## config.mk

```make
export PLATFORM = sky130hd
export DESIGN_NAME = elastic_pipeline_stage_flat
export DESIGN_NICKNAME = d
export VERILOG_FILES = /design/src/rtl/elastic_pipeline_stage_if.sv /design/src/rtl/elastic_pipeline_stage.sv /design/src/flat_wrapper.sv
export SDC_FILE = /design/constraint.sdc
export NUM_CORES = 1
export LEC_CHECK = 0
export CAP_MARGIN = 40
export CORE_MARGIN = 3
export CORE_UTILIZATION = 40
export CTS_CLUSTER_DIAMETER = 50
export DETAILED_ROUTE_END_ITERATION = 12
export PLACE_DENSITY = 0.69
export SKIP_LAST_GASP = 1
export SYNTH_ARGS = -nofsm -noshare
export SYNTH_HDL_FRONTEND = slang
export SYNTH_SLANG_ARGS = --single-unit
```

## constraint.sdc

```tcl
create_clock -name CLK -period 5.45 [get_ports CLK]
set_input_delay 1.635 -clock CLK [delete_from_list [all_inputs] [get_ports CLK]]
set_output_delay 1.635 -clock CLK [all_outputs]
set_load 0.01 [all_outputs]
```

## src/rtl/elastic_pipeline_stage_if.sv

```systemverilog
// Handshake bundle for one elastic pipeline stage.
// Upstream side, downstream side and status, grouped for a single port.
interface elastic_pipeline_stage_if #(
  parameter int WIDTH = 32,
  parameter int DEPTH = 2
) ();
  localparam int CW = $clog2(DEPTH + 1);

  logic             Flush;
  logic             In_Valid;
  logic             In_Ready;
  logic [WIDTH-1:0] In_Data;
  logic             Out_Valid;
  logic             Out_Ready;
  logic [WIDTH-1:0] Out_Data;
  logic [CW-1:0]    Count;
  logic             Flushed;

  modport master (
    output Flush,
    output In_Valid,
    output In_Data,
    output Out_Ready,
    input  In_Ready,
    input  Out_Valid,
    input  Out_Data,
    input  Count,
    input  Flushed
  );

  modport slave (
    input  Flush,
    input  In_Valid,
    input  In_Data,
    input  Out_Ready,
    output In_Ready,
    output Out_Valid,
    output Out_Data,
    output Count,
    output Flushed
  );
endinterface

```

## src/rtl/elastic_pipeline_stage.sv

```systemverilog
// Elastic inter-stage register: DEPTH-entry FIFO with valid/ready,
// flush, and a bubble value driven whenever it is empty.
module elastic_pipeline_stage #(
  parameter int          WIDTH  = 32,
  parameter int          DEPTH  = 2,
  parameter logic [31:0] BUBBLE = 32'h0000_0013
) (
  input logic CLK,
  input logic RST,
  elastic_pipeline_stage_if.slave bus
);
  localparam int CW = $clog2(DEPTH + 1);
  localparam int PW = (DEPTH > 1) ? $clog2(DEPTH) : 1;

  localparam logic [WIDTH-1:0] BUB  = WIDTH'(BUBBLE);
  localparam logic [PW-1:0]    LAST = PW'(DEPTH - 1);
  localparam logic [CW-1:0]    FULL = CW'(DEPTH);

  logic [WIDTH-1:0] mem [DEPTH];
  logic [PW-1:0]    wr_ptr;
  logic [PW-1:0]    rd_ptr;
  logic [CW-1:0]    cnt;
  logic             flushed;
  logic             push;
  logic             pop;
  logic             ready;
  logic             valid;

  function automatic logic [PW-1:0] nxt(
    input logic [PW-1:0] p
  );
    return (p == LAST) ? '0 : p + 1'b1;
  endfunction

  // Ready looks only at registered occupancy, so no Out_Ready path
  assign ready = (cnt != FULL);
  assign valid = (cnt != '0);
  assign push  = bus.In_Valid & ready;
  assign pop   = valid & bus.Out_Ready;

  assign bus.In_Ready  = ready;
  assign bus.Out_Valid = valid;
  assign bus.Out_Data  = valid ? mem[rd_ptr] : BUB;
  assign bus.Count     = cnt;
  assign bus.Flushed   = flushed;

  always_ff @(posedge CLK) begin
    if (RST) begin
      wr_ptr  <= '0;
      rd_ptr  <= '0;
      cnt     <= '0;
      flushed <= 1'b0;
    end else if (bus.Flush) begin
      wr_ptr  <= '0;
      rd_ptr  <= '0;
      cnt     <= '0;
      flushed <= valid;
    end else begin
      flushed <= 1'b0;
      if (push) wr_ptr <= nxt(wr_ptr);
      if (pop)  rd_ptr <= nxt(rd_ptr);
      case ({push, pop})
        2'b10:   cnt <= cnt + 1'b1;
        2'b01:   cnt <= cnt - 1'b1;
        default: cnt <= cnt;
      endcase
    end
  end

  // Storage is never cleared; only the pointers define what is live
  always_ff @(posedge CLK) begin
    if (!RST && !bus.Flush && push) begin
      mem[wr_ptr] <= bus.In_Data;
    end
  end
endmodule
```

## src/flat_wrapper.sv

```systemverilog
// flat-port wrapper written by rule: the top's interface ports become plain ports
module elastic_pipeline_stage_flat 
#(
  parameter int          WIDTH  = 32,
  parameter int          DEPTH  = 2,
  parameter logic [31:0] BUBBLE = 32'h0000_0013
)
  (CLK, RST, bus_Flush, bus_In_Valid, bus_In_Data, bus_Out_Ready, bus_In_Ready, bus_Out_Valid, bus_Out_Data, bus_Count, bus_Flushed);
  elastic_pipeline_stage_if #(.WIDTH(WIDTH), .DEPTH(DEPTH)) bus_i ();
  input logic CLK;
  input logic RST;
  input wire logic [$bits(bus_i.Flush)-1:0] bus_Flush;
  input wire logic [$bits(bus_i.In_Valid)-1:0] bus_In_Valid;
  input wire logic [$bits(bus_i.In_Data)-1:0] bus_In_Data;
  input wire logic [$bits(bus_i.Out_Ready)-1:0] bus_Out_Ready;
  output wire logic [$bits(bus_i.In_Ready)-1:0] bus_In_Ready;
  output wire logic [$bits(bus_i.Out_Valid)-1:0] bus_Out_Valid;
  output wire logic [$bits(bus_i.Out_Data)-1:0] bus_Out_Data;
  output wire logic [$bits(bus_i.Count)-1:0] bus_Count;
  output wire logic [$bits(bus_i.Flushed)-1:0] bus_Flushed;
  assign bus_i.Flush = bus_Flush;
  assign bus_i.In_Valid = bus_In_Valid;
  assign bus_i.In_Data = bus_In_Data;
  assign bus_i.Out_Ready = bus_Out_Ready;
  assign bus_In_Ready = bus_i.In_Ready;
  assign bus_Out_Valid = bus_i.Out_Valid;
  assign bus_Out_Data = bus_i.Out_Data;
  assign bus_Count = bus_i.Count;
  assign bus_Flushed = bus_i.Flushed;
  elastic_pipeline_stage #(.WIDTH(WIDTH), .DEPTH(DEPTH), .BUBBLE(BUBBLE)) u_core (.CLK(CLK), .RST(RST), .bus(bus_i));
endmodule
```

==> results.sh, run 1 <==
export IMPL_outcome="complete, no violations"
export IMPL_seqPwrFrac_pct=52.5
export IMPL_antenna_cells=0
export IMPL_setup_violations=0
export IMPL_period_share_pct=70.0
export IMPL_synth_yosys_seq_area_share_pct=76.7
export IMPL_synth_avg_cell_area_um2=16.0
export IMPL_post_route_util_pct=58.4
export IMPL_switching_share_pct=20.4
export IMPL_grt_util_all_layers_pct=13.3
export IMPL_dr_pass1_iters=3
export IMPL_synth_seq_cells=70
export IMPL_leakage_nw=1.22
export IMPL_pre_cts_ws_ps=1960
export IMPL_setup_ws_ps=1630
export IMPL_p_int_w=0.000912
export IMPL_crit_arrival_ps=2180
export IMPL_cts_path_max_buffers=2
export IMPL_postCtsSetupBuffers=0
export IMPL_drive_gt1_share_pct=9.88
export IMPL_clkSinkCount=70
export IMPL_cp_end_kind="output pin"
export IMPL_vias_per_cell=4.72
export IMPL_p_switching_w=0.000234
export IMPL_rsz0062_at_grt="no"
export IMPL_nets=286
export IMPL_synth_area_um2=2660
export IMPL_floorplan_initialDensity_pct=41.7
export IMPL_tightest_slew_ps=711
export IMPL_slew_violations=0
export IMPL_cts_tree="built"
export IMPL_final_cell_mix="clkdlybuf4s50_1, edfxtp_1, mux2i_1, nor2_1, clkbuf_8"
export IMPL_totalPowerFinal_w=0.00115
export IMPL_hold_violations=0
export IMPL_cap_viol_max_count=0
export IMPL_clock_latency_ps=330
export IMPL_drt_wirelength_per_cell_um=14.3
export IMPL_drc=0
export IMPL_synthesis_instances=166
export IMPL_cp_cell_sequence="nor2_2, buf_4, nor2_1, clkdlybuf4s50_1"
export IMPL_place_congestion=0.688
export IMPL_final_common_cell="clkdlybuf4s50_1"
export IMPL_slew_headroom_pct=52.6
export IMPL_ant_nets=0
export IMPL_power_frac_clock_pct=38.3
export IMPL_io_pin_count=74
export IMPL_tns_ps=0
export IMPL_cts_buffers=9
export IMPL_fillers=538
export IMPL_grt_max_degree=20
export IMPL_min_period_ps=3820
export IMPL_grt_pass1_wl_mm=7.47
export IMPL_path_max_fanout=17
export IMPL_crit_slowest_cell="nor2_2"
export IMPL_area_growth_pct=40.1
export IMPL_grt_overflow_total=0
export IMPL_slowest_delay_ps=570
export IMPL_ys_warn_count=0
export IMPL_power_frac_comb_pct=9.1
export IMPL_antenna_found_initial=0
export IMPL_start_kind="flop"
export IMPL_grt_pass1_vias=1549
export IMPL_dp_hpwl_mm=3.27
export IMPL_clock_skew_ps=12.1
export IMPL_via_count=1556
export IMPL_multi_input_area_um2=579
export IMPL_synth_fp_nets=204
export IMPL_whs_ps=517
export IMPL_die_height_um=87.6
export IMPL_critPathKind="flop to output pin"
export IMPL_drt_first_iter_violations=62
export IMPL_power_density_nw_per_um2=307
export IMPL_vdd_drop_max_v=0.000178
export IMPL_core_area_um2=6390
export IMPL_wl_mm=4.73
export IMPL_dieArea_um2=7670
export IMPL_synth_cell_types=21
export IMPL_clkTransAtPathRegs_ps=70
export IMPL_min_path_type="flop to flop"
export IMPL_regArea_um2=2040
export IMPL_crit_required_ps=3820
export IMPL_cts_root_buf="clkbuf_8"
export IMPL_cts_resized=0
export IMPL_cts_hold_buffers=0
export IMPL_die_w_um=87.6
export IMPL_fmax_ghz=0.262
export IMPL_fp_row_count=29
export IMPL_cts_htree_levels=3
export IMPL_io_buffers=73
area by class of cell:
class	count	area share [%]
clock buffers	9	3.32
clock inverters	7	2.38
inverters	3	0.302
multi-input cells	85	15.5
flip-flops and latches	70	54.8
well taps	77	2.58
repair buffers	79	21.1
power groups by stage:
stage          Combinational (W)  Clock, W  Sequential, W
6_report                0.000105  0.000439       0.000602
3_3_place_gp            0.000103         0       0.000615
3_5_place_dp            0.000106         0       0.000614
4_1_cts                 0.000107  0.000452       0.000602
5_1_grt                 0.000114  0.000478       0.000603
2_1_floorplan          0.0000397         0       0.000613
cells in the mapped netlist:
master / count / area share [%]
inv_1: 3 / 0.42
o21ai_0: 2 / 0.38
buf_2: 1 / 0.19
clkbuf_1: 4 / 0.56
nand2b_1: 1 / 0.24
nor3b_1: 1 / 0.28
edfxtp_1: 64 / 72
mux2i_1: 32 / 12
or2_2: 1 / 0.24
nor2_1: 33 / 4.7
a21o_1: 1 / 0.28
buf_4: 3 / 0.85
a21oi_1: 2 / 0.38
or3_1: 1 / 0.24
ha_1: 1 / 0.47
dfxtp_1: 6 / 4.5
nand3_1: 1 / 0.19
nor3_1: 2 / 0.38
xnor2_1: 1 / 0.33
xor2_1: 2 / 0.66
nand2_1: 4 / 0.56
cells by family (layout without fill, tap and decap cells):
kind of cell / Yosys count / after routing / synth area share [%]
compound gates: 5 / 5 / 1.03
xor+xnor: 3 / 3 / 0.987
fa+ha+maj: 1 / 1 / 0.470
buf+inv: 11 / 98 / 2.02
flops: 70 / 70 / 76.7
mux: 32 / 32 / 12.0
simple gates: 44 / 44 / 6.77
registers in the layout, indices dropped and copies added, names as in the netlist, named ones only:
register / count
u_core.wr_ptr: 1
u_core.bus.Count: 2
u_core.bus.Flushed: 1
u_core.rd_ptr: 1
u_core.mem: 64
worst max-delay path: cells and delay by family (launching register included):
kind / cells / cell delay (ps)
AND/OR/NAND/NOR: 2 / 650
flip-flops: 1 / 370
buffers and inverters: 2 / 820
path summary, 6_finish.rpt:
path / from / end / slack [ps] / cells past startpoint
min: u_core.rd_ptr / flop / 520 / 2
max: u_core.bus.Count[0] / bus_Out_Data[25] / 1630 / 4
min reg2reg: u_core.rd_ptr / flop / 520 / 2
max reg2reg: u_core.bus.Count[0] / u_core.bus.Count[1] / 3770 / 5
through the flow:
stage	instance area (um2)	std cells
finish	3730	330
CTS	3730	330
floorplan	2660	166
global placement	3500	313
global route	3730	330
detailed placement	3520	314
per-layer routing:
| metal | track usage, % | share of wire, % | up-vias |
|---|---|---|---|
| li1 | - | - | 771 |
| met1 | 15.9 | 41 | 729 |
| met2 | 21.4 | 51 | 46 |
| met3 | 3.67 | 5.9 | 10 |
| met4 | 7.95 | 1.9 | 0 |
| met5 | 0 | 0 | - |
Note: power is estimated with default switching activity, not from simulation.
==> run 2, diff against run 1 <==
--- a/config.mk
+++ b/config.mk
@@ -10,7 +10,7 @@
 export CORE_UTILIZATION = 40
 export CTS_CLUSTER_DIAMETER = 50
 export DETAILED_ROUTE_END_ITERATION = 12
-export PLACE_DENSITY = 0.69
+export PLACE_DENSITY = 0.71
 export SKIP_LAST_GASP = 1
 export SYNTH_ARGS = -nofsm -noshare
 export SYNTH_HDL_FRONTEND = slang
==> constraint.sdc (replaced) <==
create_clock -name CLK -period 3.5 [get_ports CLK]
set_input_delay 1.05 -clock CLK [delete_from_list [all_inputs] [get_ports CLK]]
set_output_delay 1.05 -clock CLK [all_outputs]
set_load 0.01 [all_outputs]
==> results.sh, run 2 (synthesis results as in run 1) <==
export IMPL_outcome="complete, no violations"
export IMPL_dp_hpwl_mm=3.14
export IMPL_clock_latency_ps=330
export IMPL_fin_area_um2=3660
export IMPL_clkTransAtPathRegs_ps=70
export IMPL_postPlaceCellArea_um2=3510
export IMPL_final_cell_mix="clkdlybuf4s50_1, edfxtp_1, mux2i_1, nor2_1, clkbuf_8"
export IMPL_fillers=530
export IMPL_rrSetupSlack_ps=1780
export IMPL_cts_buffers=9
export IMPL_top_register="u_core.mem"
export IMPL_drc=0
export IMPL_clock_skew_ps=6.46
export IMPL_min_period_ps=2970
export IMPL_ant_nets=0
export IMPL_grt_overflow_total=0
export IMPL_power_density_nw_per_um2=437
export IMPL_regArea_um2=2040
export IMPL_pre_cts_ws_ps=789
export IMPL_cts_path_max_buffers=2
export IMPL_fmax_ghz=0.337
export IMPL_cts_root_buf="clkbuf_8"
export IMPL_dr_pass1_iters=4
export IMPL_area_growth_pct=37.4
export IMPL_nets=287
export IMPL_critPathKind="flop to output pin"
export IMPL_die_w_um=87.6
export IMPL_drt_wirelength_per_cell_um=13.8
export IMPL_fp_row_count=29
export IMPL_drt_first_iter_violations=48
export IMPL_core_area_um2=6390
export IMPL_die_height_um=87.6
export IMPL_drive_gt1_share_pct=9.13
export IMPL_crit_path_end="bus_Out_Data[26]"
export IMPL_place_congestion=0.689
export IMPL_grt_pass1_wl_mm=7.31
export IMPL_rsz0062_at_grt="no"
export IMPL_grt_util_all_layers_pct=13.2
export IMPL_cts_hold_buffers=0
export IMPL_period_share_pct=84.8
export IMPL_antenna_found_initial=0
export IMPL_tns_ps=0
export IMPL_cts_htree_levels=3
export IMPL_via_count=1512
export IMPL_leakage_nw=1.19
export IMPL_grt_max_degree=33
export IMPL_cap_viol_max_count=0
export IMPL_io_pin_count=74
export IMPL_postCtsSetupBuffers=0
export IMPL_totalPowerFinal_w=0.00160
export IMPL_r2r_end="u_core.mem[0][12]"
export IMPL_final_common_cell="clkdlybuf4s50_1"
export IMPL_floorplan_initialDensity_pct=41.7
export IMPL_grt_pass1_vias=1508
export IMPL_timing_rr_start="u_core.bus.Count[0]"
export IMPL_largest_register_ffs=64
export IMPL_wl_mm=4.55
export IMPL_cts_tree="built"
export IMPL_slew_headroom_pct=65.0
export IMPL_post_route_util_pct=57.3
export IMPL_min_path_type="flop to flop"
export IMPL_io_buffers=73
export IMPL_vdd_drop_max_v=0.000292
export IMPL_setup_violations=0
export IMPL_start_kind="flop"
export IMPL_crit_arrival_ps=1920
export IMPL_slew_violations=0
export IMPL_cp_end_kind="output pin"
export IMPL_hold_violations=0
export IMPL_antenna_cells=0
export IMPL_multi_input_area_um2=579
export IMPL_ff2ff_path_depth=4
export IMPL_setup_ws_ps=531
export IMPL_cts_resized=0
export IMPL_clkSinkCount=70
export IMPL_path_max_fanout=32
export IMPL_vias_per_cell=4.60
export IMPL_crit_required_ps=2450
export IMPL_dieArea_um2=7670
export IMPL_tightest_slew_ps=526
-- run 2: critical path, stage by stage, from the launching register on --
cell and delay [ps]:
dfxtp_2 320, buf_4 450, mux2i_1 160, nor2_1 120, clkdlybuf4s50_1 550
-- run 2: metal layers --
metal | up-vias | GRT usage [%] | part of all wire [%]
li1 | 769 | - | -
met1 | 686 | 14.9 | 40
met2 | 50 | 21.6 | 52
met3 | 7 | 4.70 | 6.5
met4 | 0 | 7.95 | 1.6
met5 | - | 0 | 0
-- run 2: per-stage QoR --
stage               std cells  hold WS [ps]
floorplan                 166           472
global placement          315           493
detailed placement        315           540
CTS                       329           570
global route              329           598
finish                    329           558
-- run 2: report_power, final --
part / internal, W / switching (W) / total, W
sequential: 0.000931 / 0.00000583 / 0.000937
combinational: 0.0000955 / 0.0000698 / 0.000165
clock: 0.000245 / 0.000252 / 0.000496
-- run 2: area by class of cell --
class                           instances  area share (%)
Clock buffer                           11            3.59
Clock inverter                          3           0.376
Inverter                                3           0.308
Multi-Input combinational cell         85            15.8
Sequential cell                        70            55.8
Tap cell                               77            2.63
Timing Repair Buffer                   80            21.4
-- run 2: how the worst min path moves through the flow --
| stage | to | from | slack, ps | cells after the start |
|---|---|---|---|---|
| floorplan | flop | u_core.rd_ptr | 470 | 2 |
| global placement | u_core.rd_ptr | u_core.rd_ptr | 490 | 2 |
| finish | u_core.bus.Count[1] | u_core.bus.Count[1] | 560 | 2 |
| global route | flop | u_core.rd_ptr | 600 | 2 |
| CTS | u_core.bus.Count[1] | u_core.bus.Count[1] | 570 | 2 |
| detailed placement | u_core.rd_ptr | u_core.rd_ptr | 540 | 2 |
